[config.mk]
export PLATFORM = sky130hd
export DESIGN_NAME = dht_read_scheduler
export DESIGN_NICKNAME = d
export VERILOG_FILES = /design/src/rtl/dht_read_scheduler.sv
export SDC_FILE = /design/constraint.sdc
export NUM_CORES = 1
export LEC_CHECK = 0
export ABC_AREA = 1
export CAP_MARGIN = 30
export CORE_UTILIZATION = 30
export DETAILED_ROUTE_END_ITERATION = 6
export HOLD_SLACK_MARGIN = 0.1
export SYNTH_ARGS = -nofsm -noshare
export SYNTH_HDL_FRONTEND = slang
export SYNTH_SLANG_ARGS = --single-unit
[constraint.sdc]
create_clock -name clk -period 4 [get_ports clk]
set_clock_uncertainty 0.15 [all_clocks]
set_input_delay 0.6 -clock clk [delete_from_list [all_inputs] [get_ports clk]]
set_output_delay 0.6 -clock clk [all_outputs]
set_load 0.03 [all_outputs]
[src/rtl/dht_read_scheduler.sv]
// dht_read_scheduler: periodic DHT11 read sequencing with checksum validation, retries and failure flagging
module dht_read_scheduler #(
  parameter int CLK_HZ     = 100_000_000,
  parameter int PERIOD_MS  = 2000,
  parameter int TIMEOUT_MS = 10,
  parameter int RETRY_MS   = 1100,
  parameter int MAX_RETRY  = 3
) (
  input  logic        clk,
  input  logic        rst,
  input  logic        i_enable,
  output logic        o_start,
  input  logic        i_busy,
  input  logic        i_done,
  input  logic [39:0] i_data,
  output logic [7:0]  o_humi_integral,
  output logic [7:0]  o_humi_decimal,
  output logic [7:0]  o_temp_integral,
  output logic [7:0]  o_temp_decimal,
  output logic        o_update,
  output logic        o_valid,
  output logic        o_err,
  output logic [7:0]  o_fail_cnt
);
  localparam logic [2:0] IDLE      = 3'd0;
  localparam logic [2:0] WAIT_PER  = 3'd1;
  localparam logic [2:0] START     = 3'd2;
  localparam logic [2:0] WAIT_DONE = 3'd3;
  localparam logic [2:0] CHECK     = 3'd4;
  localparam logic [2:0] FAIL      = 3'd5;
  localparam logic [2:0] WAIT_RTY  = 3'd6;
  localparam logic [31:0] MS_C  = 32'(CLK_HZ / 1000);
  localparam logic [31:0] PER_C = MS_C * 32'(PERIOD_MS);
  localparam logic [31:0] TO_C  = MS_C * 32'(TIMEOUT_MS);
  localparam logic [31:0] RTY_C = MS_C * 32'(RETRY_MS);
  logic [2:0]  state_q, state_d;
  logic [31:0] tmr_q, tmr_d;
  logic [7:0]  retry_q, retry_d, fcnt_q, fcnt_d;
  logic [39:0] sh_q, sh_d;
  logic [31:0] data_q, data_d;
  logic        upd_q, upd_d, valid_q, valid_d, err_q, err_d;
  logic [7:0]  sum;
  logic        unused_ok;
  // busy is informational only; progress relies on done or timeout
  assign unused_ok = i_busy;
  assign sum = sh_q[39:32] + sh_q[31:24] + sh_q[23:16] + sh_q[15:8];
  always_comb begin
    state_d = state_q;
    retry_d = retry_q;
    fcnt_d  = fcnt_q;
    sh_d    = sh_q;
    data_d  = data_q;
    upd_d   = 1'b0;
    valid_d = valid_q;
    err_d   = err_q;
    case (state_q)
      IDLE: begin
        retry_d = '0;
        state_d = i_enable ? WAIT_PER : IDLE;
      end
      WAIT_PER: begin
        retry_d = i_enable ? retry_q : '0;
        state_d = !i_enable ? IDLE : (tmr_q == PER_C - 32'd1) ? START : WAIT_PER;
      end
      START: state_d = WAIT_DONE;
      WAIT_DONE: begin
        sh_d    = i_done ? i_data : sh_q;
        state_d = i_done ? CHECK : (tmr_q == TO_C - 32'd1) ? FAIL : WAIT_DONE;
      end
      CHECK: begin
        if (sum == sh_q[7:0]) begin
          data_d  = sh_q[39:8];
          upd_d   = 1'b1;
          valid_d = 1'b1;
          err_d   = 1'b0;
          retry_d = '0;
          state_d = WAIT_PER;
        end else state_d = FAIL;
      end
      FAIL: begin
        fcnt_d = fcnt_q + {7'd0, fcnt_q != 8'hFF};
        if (retry_q < 8'(MAX_RETRY)) begin
          retry_d = retry_q + 8'd1;
          state_d = WAIT_RTY;
        end else begin
          err_d   = 1'b1;
          retry_d = '0;
          state_d = WAIT_PER;
        end
      end
      WAIT_RTY: begin
        retry_d = i_enable ? retry_q : '0;
        state_d = !i_enable ? IDLE : (tmr_q == RTY_C - 32'd1) ? START : WAIT_RTY;
      end
      default: state_d = IDLE;
    endcase
    tmr_d = (state_d == state_q) ? tmr_q + 32'd1 : '0;
  end
  always_ff @(posedge clk or negedge rst) begin
    if (!rst) begin
      state_q <= IDLE;
      tmr_q   <= '0;
      retry_q <= '0;
      fcnt_q  <= '0;
      sh_q    <= '0;
      data_q  <= '0;
      upd_q   <= 1'b0;
      valid_q <= 1'b0;
      err_q   <= 1'b0;
    end else begin
      state_q <= state_d;
      tmr_q   <= tmr_d;
      retry_q <= retry_d;
      fcnt_q  <= fcnt_d;
      sh_q    <= sh_d;
      data_q  <= data_d;
      upd_q   <= upd_d;
      valid_q <= valid_d;
      err_q   <= err_d;
    end
  end
  assign o_start         = state_q == START;
  assign o_humi_integral = data_q[31:24];
  assign o_humi_decimal  = data_q[23:16];
  assign o_temp_integral = data_q[15:8];
  assign o_temp_decimal  = data_q[7:0];
  assign o_update        = upd_q;
  assign o_valid         = valid_q;
  assign o_err           = err_q;
  assign o_fail_cnt      = fcnt_q;
endmodule

; ---- Word level (Yosys, flattened, before mapping)
; Index checks and enable logic that the tools add are counted.
; W data, S select, Z words.
[totals]
reg_bits = 126
output_inout_bits = 44
elab_cells = 59
[classes]
add_sub_neg = 6
n_lt_le_gt_ge = 1
eq_ne = 15
mux = 20
reduce_logical = 8
[ops]
columns = op, n
row1 = $add A32 B1 Y32 const B, 1
row2 = $eq A32 B20 Y1 const B, 1
row3 = $eq A32 B27 Y1 const B, 1
row4 = $eq A32 B28 Y1 const B, 1
row5 = $mux W32, 1
row6 = $pmux W8 S4, 1
row7 = $add A8 B8 Y8, 3
row8 = $mux W8, 3
row9 = $pmux W3 S7, 1
row10 = $mux W3, 6
row11 = $eq A3 B3 Y1 const B, 3
row12 = $add A8 B1 Y8, 1
row13 = $add A8 B1 Y8 const B, 1
row14 = $eq A8 B8 Y1, 1
row15 = $lt A8 B2 Y1 const B, 1
row16 = $ne A8 B8 Y1 const B, 1
row17 = $eq A3 B2 Y1 const B, 2
row18 = $ne A2 B2 Y1 const B, 3
row19 = $reduce_and A3 Y1, 2
row20 = $mux W1, 5
row21 = $mux W2, 2
row22 = $reduce_and A2 Y1, 2
row23 = $reduce_bool A4 Y1, 1
row24 = $eq A3 B1 Y1 const B, 1
row25 = 5 further kinds, 5

; ---- Longest topological paths before layout
; Gate-level depths: netlist of run 1.
[logic_depth]
ltp_word = 8
ltp_mapped = 21
mapped_depth_nobuf = 20

; ---- Worst setup path after synthesis of run 1
; Ideal clock, no wire load.
[synth_timing]
path_type = reg-to-reg
from = register sh_q[9]
to = register retry_q[0]
arrival_ns = 3.267
t_required_ns = 3.732
setup_slack_ns = 0.465
stages_incl_launch_ff = 18
n_path_buf = 1
period_less_slack_ns = 3.535
cell_sequence = dfrtp_1 fa_1 inv_1 fa_1 inv_1 ha_1 fa_1 xnor2_1 nand3_1 nor2_1 nand3_1 nor2_1 nand3_1 nand2_1 clkbuf_1 nand2_1 nor2_1 nor2_1
[synth_between]
elab_chain_len = 4
[synth_rtl]
columns = item, line_no
row1 = from (decl), 39  ; logic [39:0] sh_q, sh_d;
row2 = from (signal assigned), 105  ; sh_q <= '0;
row3 = from (signal assigned), 115  ; sh_q <= sh_d;
row4 = $add A8 B8 Y8, 46  ; assign sum = sh_q[39:32] + sh_q[31:24] + sh_q[23:16] + sh_q[15:8];
row5 = $eq A8 B8 Y1, 71  ; if (sum == sh_q[7:0]) begin
row6 = $ne A2 B2 Y1 (no line), n/a
row7 = $reduce_and A3 Y1 (no line), n/a
row8 = to (signal assigned), 113  ; retry_q <= retry_d;
row9 = to (decl), 38  ; logic [7:0] retry_q, retry_d, fcnt_q, fcnt_d;
; No other way between the ends.
; A chain may end at the register's enable or synchronous reset.

; ---- Final worst setup path of run 1
[layout_timing]
from = register sh_q[9]
to = register tmr_q[21]
[layout_between]
elab_chain_len = 6
[layout_rtl]
columns = item, line_no
row1 = $add A8 B8 Y8, 46
row2 = $eq A8 B8 Y1, 71
row3 = $mux W3, 71
row4 = $pmux W3 S7, 56  ; case (state_q)
row5 = $eq A3 B3 Y1, 97  ; tmr_d = (state_d == state_q) ? tmr_q + 32'd1 : '0;
row6 = $mux W32, 97
row7 = via tmr_d[21], 37  ; logic [31:0] tmr_q, tmr_d;
row8 = to (signal assigned), 112  ; tmr_q <= tmr_d;
row9 = to (decl), 37
; The timed path passes the listed nets, and every way through them passes these cells.

==> results by group, run 1 <==
Outcome
  – Status: complete, no violations

Hold path
  – Hold Path Class: register to register
  – Hold depth: 1
  – Hold Crit Start: o_valid
  – Worst Hold Path EP: o_valid

Critical path
  – WP data required: around 4200 ps
  – Crit path buffers/inverters: 3
  – CP cell instances: fa_1, inv_1, fa_1, inv_1, ha_1, fa_2, xnor2_1, nand3_1, nor2_1, nand3_1, nor2_2, nand3_2, nand2_2, nand3_1, nand2_4, buf_12, nor2_1
  – CP max stage cell: fa_2
  – Cell family with most CP delay: adder cells
  – Reg2Reg Launch Point: sh_q[9]
  – R2R Setup Slk: 240 ps
  – Critical path endpoint category: register
  – CP dominant cell by count: nand3_1
  – FF-to-FF path depth: 17
  – WS Path Type: register to register
  – Largest stage delay, worst path: about 550 ps
  – Worst endpoint data arrival time: 3910 ps
  – CP startpoint kind: register
  – Worst-path fanout max: 16
  – End of the worst register-to-register path: tmr_q[21]

Clocking
  – CTS sink cnt: about 130
  – Cts bufs inserted: 17
  – CTS Root Cell: clkbuf_16
  – Clk_lat worst skew: 430 ps
  – CTS tree: done
  – Clock buffer depth: 2
  – # H-tree levels: 4
  – Clk pin slew, worst setup/hold paths: 60 ps

Logic synthesis
  – Number of synthesized flops with an enable pin: 0
  – Largest family of logic cells by synthesized area: simple AND/OR/NAND/NOR gates
  – Sequential fraction of the synthesis area: between 40 and 50%
  – Ys flop type: dfrtp_1
  – Synth Area per Inst: between 8 and 9 um2
  – Post-synth top area share: about half
  – Seq cells post-synth: 126
  – Post-Synth Simple-Gate Area: between 20 and 30%
  – Async S/R FF share, synth: 100.0%
  – Number of synthesis warnings: 0
  – Synth cell types: 33
  – Post-synthesis xor/xnor area fraction: between 4 and 5%
  – Syn Nets: 825
  – Largest cells by area after synthesis: dfrtp_1 49%, nand2_1 12%, nor2_1 5.8%, inv_1 5.1%, mux2_2 4.9%
  – Compound-Gate Fraction of Synth Area: under 10%
  – Mapped Cells: about 760
  – Mux share of post-synthesis cell area: under 10%
  – Dominant cell type by area after synthesis: dfrtp_1
  – Synthesized cell area: between 0.006 and 0.007 mm2
  – Adder-Cell Fraction of Synth Area: 6.447%

Cells and area
  – Layout cells sized above 1: 10.78%
  – Nets: 929
  – Fillers: roughly 2.1k
  – Reg area: around 0.0032 mm2
  – Area Overhead vs Synth: 30.34%
  – Multi-input combinational cell area: 0.002940 mm2
  – # diodes: 0

Timing
  – RSZ-0062 raised after global routing: false
  – Slew margin rel.: a little under 50%
  – Achievable frequency: ~0.27 GHz
  – Tmin final: 3762 ps
  – TNS Setup: 0 ps
  – Tcrit/Tclk final: a little over nine tenths
  – Slew at the pin closest to its max-slew limit: between 700 and 800 ps
  – Final hold slack: roughly 320 ps
  – Final hold violations: 0
  – Fin. max-slew vios: 0
  – Final setup viols: 0
  – Setup ws final: approximately 240 ps

Drt
  – Final WL: 15.18 mm
  – Via density: about 4.4
  – Detailed-route wire length per cell: around 13 um
  – Drt initial violations: 308
  – # DRC: 0
  – Vias: 5097
  – Remaining antenna violation count: 0
  – Drt first pass iters: 4

Floorplan
  – Rows: 53
  – Num ports: 89
  – Die height: roughly 150 um
  – Starting Density: a little under a third
  – Core area: about 0.021 mm2
  – Die Area: between 0.02 and 0.025 mm2
  – Die X-Extent: between 100 and 150 um

Place
  – RePlAce Congestion: between 0.8 and 0.9
  – Count of input and output buffers: 87
  – Worst slack, placed: between 200 and 250 ps
  – Dpl hpwl: approximately 11 mm

Power and ir drop
  – Power per cell area: between 300 and 400 mW/mm2
  – Peak VDD IR: about 0.28 mV
  – Static Leak: ~4.2 nW

GRT
  – GRT Util Overall: 14.75%
  – First-pass GRT wire length: 25.63 mm
  – GRT Residual Overflow: 0
  – Largest net degree at the start of global routing: between 50 and 60
  – Initial antenna violation count: 0
  – Number of global-route vias before repair: 5164

Flow run
  – Max-cap violations: 0
==> per-layer routing <==
metal / vias to the layer above / GRT usage [%] / part of all wire [%]
met3: 19 / 3.639 / 3.7
met1: 2394 / 19.28 / 47
met4: 0 / 5.102 / 2.0
li1: 2590 / - / -
met2: 94 / 23.70 / 47
met5: - / 0 / 0
==> repair_timing <==
item	in CTS	in global routing
gates resized for setup	0	12
buffers inserted	0	2
hold buffers	1	0
hold endpoints to repair	49	0
setup endpoints to repair	0	65
==> cell usage after synthesis (2+ instances only) <==
library cell,number
clkbuf_1,9
inv_1,88
xnor2_1,8
nor2_1,100
fa_1,14
xor2_1,27
mux2_2,28
dfrtp_1,126
nand3b_1,5
nand2_1,209
nand3_1,38
nor3_1,11
nand4_1,14
a21oi_1,24
nor2_2,3
inv_2,2
o21ai_0,14
buf_2,7
nor4_1,3
a21boi_0,2
ha_1,11
==> through the flow <==
stage / total power [mW] / area [um2] / util, % / instances
2_1_floorplan: 1.334 / 6482 / - / 755
3_3_place_gp: 1.415 / 7714 / 36.58 / 1109
3_5_place_dp: 1.416 / 7734 / 36.67 / 1110
4_1_cts: 3.049 / 8361 / 39.65 / 1143
5_1_grt: 3.114 / 8449 / 40.07 / 1147
6_report: 3.016 / 8449 / 40.07 / 1147
==> layout by cell type (no fill, tap or decap), types with 18 or more instances in the layout <==
cell type / synthesis / final
a21oi_1: 24 / 24
clkbuf_16: 0 / 18
clkdlybuf4s50_1: 0 / 86
dfrtp_1: 126 / 125
inv_1: 88 / 88
mux2_2: 28 / 28
nand2_1: 209 / 205
nand3_1: 38 / 37
nor2_1: 100 / 99
xor2_1: 27 / 27
==> how the worst max path moves through the flow <==
stage	start	to	slack, ps	depth (start not counted)
after floorplan	sh_q[9]	retry_q[0]	470	17
after global placement	sh_q[9]	tmr_q[24]	240	17
after detailed placement	sh_q[9]	tmr_q[22]	220	17
after CTS	sh_q[9]	tmr_q[21]	200	17
after global routing	sh_q[9]	tmr_q[0]	8	17
final	sh_q[9]	tmr_q[21]	240	17
==> kinds of logic after synthesis <==
kind of cell | Yosys count
AO/OA/AOI/OAI | 42
flip-flops | 126
multiplexers | 28
buffers and inverters | 107
AND/OR/NAND/NOR | 392
XOR/XNOR | 35
adder cells (fa/ha/maj) | 25
==> layout make-up <==
cell class | count | area share [%]
Clock buffer | 19 | 5.242
Timing Repair Buffer | 102 | 12.47
Tap cell | 275 | 4.072
Sequential cell | 126 | 37.33
Multi-Input combinational cell | 522 | 34.80
Clock inverter | 13 | 2.058
Inverter | 90 | 4.028
==> sequential cells by signal, indices dropped and copies added, names as in the netlist <==
signal      cells
retry_q         8
sh_q           40
o_err           1
o_fail_cnt      8
tmr_q          32
o_update        1
state_q         3
o_valid         1
data_q         32
==> worst reg2reg max path, cell delays in order, from the launching register on <==
cell and delay, ps:
dfrtp_2 430, fa_1 540, inv_1 50, fa_1 490, inv_1 40, ha_1 230
fa_2 550, xnor2_1 110, nand3_1 80, nor2_1 120, nand3_1 110, nor2_2 110
nand3_2 100, nand2_2 80, nand3_1 110, nand2_4 140, buf_12 150, nor2_1 60
==> where the power goes <==
| part | internal [mW] | total (mW) | switching, mW |
|---|---|---|---|
| registers | 1.28 | 1.29 | 0.00851 |
| logic | 0.0558 | 0.111 | 0.0547 |
| clock network | 1.01 | 1.62 | 0.605 |
No activity file was read; power rests on OpenSTA's default activity.
==> run 2: changes to the inputs <==
--- a/config.mk
+++ b/config.mk
@@ -10,6 +10,7 @@
 export CORE_UTILIZATION = 30
 export DETAILED_ROUTE_END_ITERATION = 6
 export HOLD_SLACK_MARGIN = 0.1
+export SETUP_SLACK_MARGIN = 0.3
 export SYNTH_ARGS = -nofsm -noshare
 export SYNTH_HDL_FRONTEND = slang
 export SYNTH_SLANG_ARGS = --single-unit
==> results by group, run 2 (synthesis gave the netlist of run 1 again) <==
Drt
  – Routed met2 length: 7.646 mm
  – Via density: roughly 4.5
  – WL met3: approximately 650 um
  – Remaining antenna violation count: 0
  – # DRC: 0
  – DRT met1 WL: slightly above 7 mm
  – Vias: 5186
  – Drt initial violations: 316
  – Detailed-route wire length per cell: around 14 um
  – Final WL: about 16 mm
  – Highest routed metal layer: met4
  – Drt first pass iters: 4

Critical path
  – CP startpoint kind: register
  – Reg2Reg Launch Point: sh_q[25]
  – Largest stage delay, worst path: between 500 and 600 ps
  – Worst-path fanout max: 8
  – CP dominant cell by count: nand3_2
  – WP data required: just over 4000 ps
  – R2R Setup Slk: approximately 250 ps
  – WS Path Type: register to register
  – End of the worst register-to-register path: tmr_q[5]
  – CP cell instances: fa_1, inv_1, fa_1, inv_1, ha_2, fa_2, xnor2_1, nand3_1, nor2_2, nand3_2, nor2_2, nand3_2, nand2_2, nand3_2, nand2_4, buf_6, clkbuf_16, nor2_1
  – FF-to-FF path depth: 18
  – Cell family with most CP delay: adder cells
  – Crit path buffers/inverters: 4
  – Critical path endpoint category: register
  – Worst endpoint data arrival time: 3900 ps
  – CP max stage cell: fa_2

Floorplan
  – Num ports: ~90
  – Die Area: roughly 0.022 mm2
  – Rows: 53
  – Starting Density: slightly above 30%
  – Die height: 149.0 um
  – Die X-Extent: 149.0 um
  – Core area: 0.02109 mm2

Power and ir drop
  – Power per cell area: approximately 350 mW/mm2
  – Int Pwr: approximately 2.4 mW
  – Comb pwr share: under 10%
  – Reg power frac: a little over two fifths
  – Power Total: 3.038 mW
  – Static Leak: around 4.3 nW
  – Peak VDD IR: roughly 0.29 mV
  – P_sw: just under 0.7 mW
  – Clock share of power: between 50% and 60%
  – Switching portion of total power: 22.23%

GRT
  – Number of global-route vias before repair: approximately 5.3k
  – Initial antenna violation count: 0
  – GRT Util Overall: 15.11%
  – First-pass GRT wire length: about 26 mm
  – Largest net degree at the start of global routing: 53
  – GRT Residual Overflow: 0

Cells and area
  – Fin util: roughly two fifths
  – Nets: 938
  – # diodes: 0
  – Final Cell Area: 0.008738 mm2
  – Fillers: 2120
  – Layout cells sized above 1: around 14%
  – Most frequent cells in the layout: 205 x nand2_1, 125 x dfrtp_1, 88 x inv_1
  – Non-Filler Instances: roughly 1.2k
  – Max reg flops: 40
  – Top flop regs: sh_q (40), data_q (32), tmr_q (32)
  – Most flops, register: sh_q
  – Area Overhead vs Synth: 34.80%
  – Most common cell after layout, fill and taps aside: nand2_1

Timing
  – Final hold violations: 0
  – Setup ws final: between 200 and 250 ps
  – Slew at the pin closest to its max-slew limit: about 780 ps
  – Final hold slack: ~320 ps
  – Final setup viols: 0
  – TNS Setup: 0 ps
  – Slew margin rel.: approximately half
  – Tmin final: ~3800 ps
  – RSZ-0062 raised after global routing: true
  – Fin. max-slew vios: 0
  – Tcrit/Tclk final: 93.77%
  – Achievable frequency: about 0.27 GHz

Hold path
  – Worst Hold Path EP: o_valid
  – Hold Path Class: register to register
  – Hold Crit Start: o_valid
  – Hold depth: 1

Clocking
  – CTS tree: done
  – Clock buffer depth: 2
  – CTS sink cnt: about 130
  – Clk pin slew, worst setup/hold paths: roughly 60 ps
  – CTS Root Cell: clkbuf_16
  – Cts bufs inserted: 17
  – # H-tree levels: 4
  – Clk_lat worst skew: 420 ps

Outcome
  – Status: complete, no violations

Place
  – Dpl hpwl: between 10 and 15 mm
  – RePlAce Congestion: 0.8949
  – Count of input and output buffers: just under 90
  – Worst slack, placed: 215.3 ps
  – Placed inst area: 0.007734 mm2
  – Dpl cells: around 1.1k

Flow run
  – Max-cap violations: 0
==> run 2: cell types whose count changed in the layout (fill, tap and decap cells not counted), sizes merged <==
cell and delta:
clkbuf +2, buf +7
==> run 2: final cells by class <==
| type | instances | area [um2] | share of cell area, % |
|---|---|---|---|
| repair buffers | 111 | 1235 | 14.13 |
| inverters | 90 | 342.8 | 3.923 |
| clock buffers | 19 | 442.9 | 5.069 |
| clock inverters | 13 | 173.9 | 1.990 |
| well taps | 275 | 344.1 | 3.938 |
| flip-flops and latches | 126 | 3154 | 36.10 |
| multi-input cells | 522 | 3045 | 34.85 |
==> run 2: power groups by stage <==
stage | Clock, mW | Combinational, mW | Sequential, mW
global placement | 0 | 0.103 | 1.31
finish | 1.61 | 0.135 | 1.29
detailed placement | 0 | 0.103 | 1.31
CTS | 1.66 | 0.123 | 1.29
floorplan | 0 | 0.0235 | 1.31
global route | 1.70 | 0.147 | 1.29
==> run 2: worst max-delay path by stage <==
stage / from / end / slack (ps) / depth (start not counted)
CTS: sh_q[9] / tmr_q[21] / 230 / 18
detailed placement: sh_q[9] / tmr_q[22] / 220 / 17
global placement: sh_q[9] / tmr_q[24] / 240 / 17
global route: sh_q[25] / tmr_q[5] / 50 / 18
floorplan: sh_q[9] / retry_q[0] / 470 / 17
finish: sh_q[25] / tmr_q[5] / 250 / 18
==> run 2: routing by layer <==
metal | vias up | track usage, %
met5 | - | 0
met4 | 0 | 5.357
met3 | 16 | 3.639
met2 | 103 | 24.37
met1 | 2458 | 19.67
li1 | 2609 | -
==> run 2: what timing repair did <==
item                                    CTS  global route
setup buffers                             6             2
pin swaps                                 0            10
hold buffers                              1             0
gates resized for setup                  10            43
endpoints found under the setup margin   67            76
cloned                                    2             3
hold endpoints to repair                 49             0
==> edit (config.mk and constraints of run 1) <==
Reset style: synchronous (`rst`), changed in one clocked block.
--- a/src/rtl/dht_read_scheduler.sv
+++ b/src/rtl/dht_read_scheduler.sv
@@ -96,7 +96,7 @@
     endcase
     tmr_d = (state_d == state_q) ? tmr_q + 32'd1 : '0;
   end
-  always_ff @(posedge clk or negedge rst) begin
+  always_ff @(posedge clk) begin
     if (!rst) begin
       state_q <= IDLE;
       tmr_q   <= '0;
Function: no difference found for any inputs over 10 cycles, from zero or initial values and one cycle with rst low; that may be too few to reach the edited logic, so the function may still have changed.
==> edit against run 1 <==
  * Total power decreased by 5.3%
  * Sequential share of layout area decreased by 7.1 points
  * Area after synthesis increased by 2.8%
  * Sequential cell count unchanged
  * Cell area decreased by 1.2%
  * Setup slack improved by 0.0025 ns
  * Wire length increased by 0.33%
  * Clock power decreased by 9%
  * Largest cell class is now multi-input combinational cells
  * Highest routed layer unchanged
==> edit: results (changes against run 1) <==
metric,value,unit,change
share of layout cells above drive strength 1,12.4,%,+1.6 points
Ant. Diodes,0,,unchanged
GPL Wtd Cong,0.845,,-5.6%
status,finished clean,,
synth unique cells,41,,+24%
initial DRC count,262,,-15%
P_leak,3.16,nW,-25%
hold path endpoint,retry_q[5],,
register area,2520,um2,-20%
clock-pin slew on the worst setup and hold paths,0.06,ns,about the same
Fillers,2234,,+4.3%
Worst Path Max Fanout,14,,-2
worst reg2reg path endpoint,tmr_q[15],,
First-pass DRT Iterations,5,,+1
Largest regs,"sh_q: 40 flops, data_q: 32 flops, tmr_q: 32 flops",,
Hold Path Origin,retry_q[5],,
VDD IR-drop max,271,uV,-4.6%
number of global-route vias before repair,5061,,-2.0%
largest net degree at the start of global routing,71,,+34%
hold path cells,2,,+1
Worst R2R Setup Slack,0.24,ns,
internal power,0.00220,W,-6.3%
Routed WL,15200,um,+0.33%
DP Area,7750,um2,+0.23%
IO Port Bufs,87,,unchanged
DPL Wire Length,11000,um,-2.1%
H-tree Lvls,4,,unchanged
Mapped Nets,936,,+13%
relative slew slack,61.4,%,+13 points
setup bufs post-CTS,0,,unchanged
worst r2r src,sh_q[9],,
met3 Use GR,3.34,%,-0.30 points
post-CTS sizing,0,,unchanged
DR vias,5446,,+6.8%
CP arrival,3.92,ns,about the same
"top cells by count, synth","nand2_1 (154), dfxtp_1 (126), inv_1 (119)",,
Total GRT Usage,14.2,%,-0.54 points
Synth area leaders,"dfxtp_1 (38%), nand2_1 (8.7%), inv_1 (6.7%)",,
"Async S/R FF share, synth",0,%,-100 points
Clock Tree Buf Depth,2,,unchanged
first-pass GRT wire length,25000,um,-2.5%
met1 Resource Use GR,19.1,%,-0.18 points
Min-Delay Path Class,reg -> reg,,
GR Layer Usage met2,22.1,%,-1.6 points
antenna violations before repair,0,,unchanged
sequential fraction of the synthesis area,37.9,%,-11 points
fin nets,1016,,+9.4%
## edit: how the worst max path moves through the flow
stage / cells after the start / from / end
2_1_floorplan: 17 / sh_q[9] / data_q[22]
3_3_place_gp: 19 / sh_q[9] / tmr_q[31]
3_5_place_dp: 19 / sh_q[9] / tmr_q[26]
4_1_cts: 19 / sh_q[9] / tmr_q[26]
5_1_grt: 16 / sh_q[9] / data_q[8]
6_report: 17 / sh_q[9] / tmr_q[15]
## edit: layout make-up
cell class | instances | area share [%]
inverter | 131 | 5.89
multi-input combinational | 575 | 41.2
clock buffer | 19 | 5.42
clock inverter | 13 | 1.38
sequential | 126 | 30.2
tap | 280 | 4.20
timing repair buffer | 95 | 11.7
## edit: logic make-up after synthesis
family	share of synthesized area, %
buf+inv	10.7
fa+ha+maj	6.27
simple gates	30.9
xor+xnor	4.21
compound gates	10.1
flops	37.9
## edit: power groups by stage
stage	Combinational [W]	Clock, W	Sequential, W
detailed placement	0.000110	0	0.00129
global route	0.000123	0.00157	0.00126
global placement	0.000110	0	0.00129
finish	0.000113	0.00148	0.00126
floorplan	0.0000576	0	0.00129
CTS	0.000111	0.00151	0.00126
## edit: routing by layer
metal	wire (um)	part of all wire (%)
met4	253	1.7
met2	6840	45
met1	7590	50
met3	542	3.6
met5	0	0
## edit: critical path: stages (launching register included)
cell and delay, ns:
dfxtp_1 0.35, fa_1 0.54, inv_1 0.05, fa_1 0.51, inv_1 0.04, ha_1 0.23
fa_2 0.54, xnor2_1 0.11, nand3_1 0.08, nor2_1 0.11, nand3_1 0.10, nor2_2 0.13
nand3_1 0.11, nand2_2 0.10, nand3_2 0.10, nand2_4 0.14, buf_12 0.21, nor2_4 0.03
## edit: metrics by stage
step	hold WS, ns	power, W	setup slack, ns	std cells
after floorplan	0.264	0.00134	0.510	866
after global placement	0.272	0.00140	0.238	1206
after detailed placement	0.280	0.00140	0.203	1206
after CTS	0.290	0.00289	0.183	1238
after global routing	0.302	0.00295	0.0218	1239
final	0.286	0.00286	0.241	1239
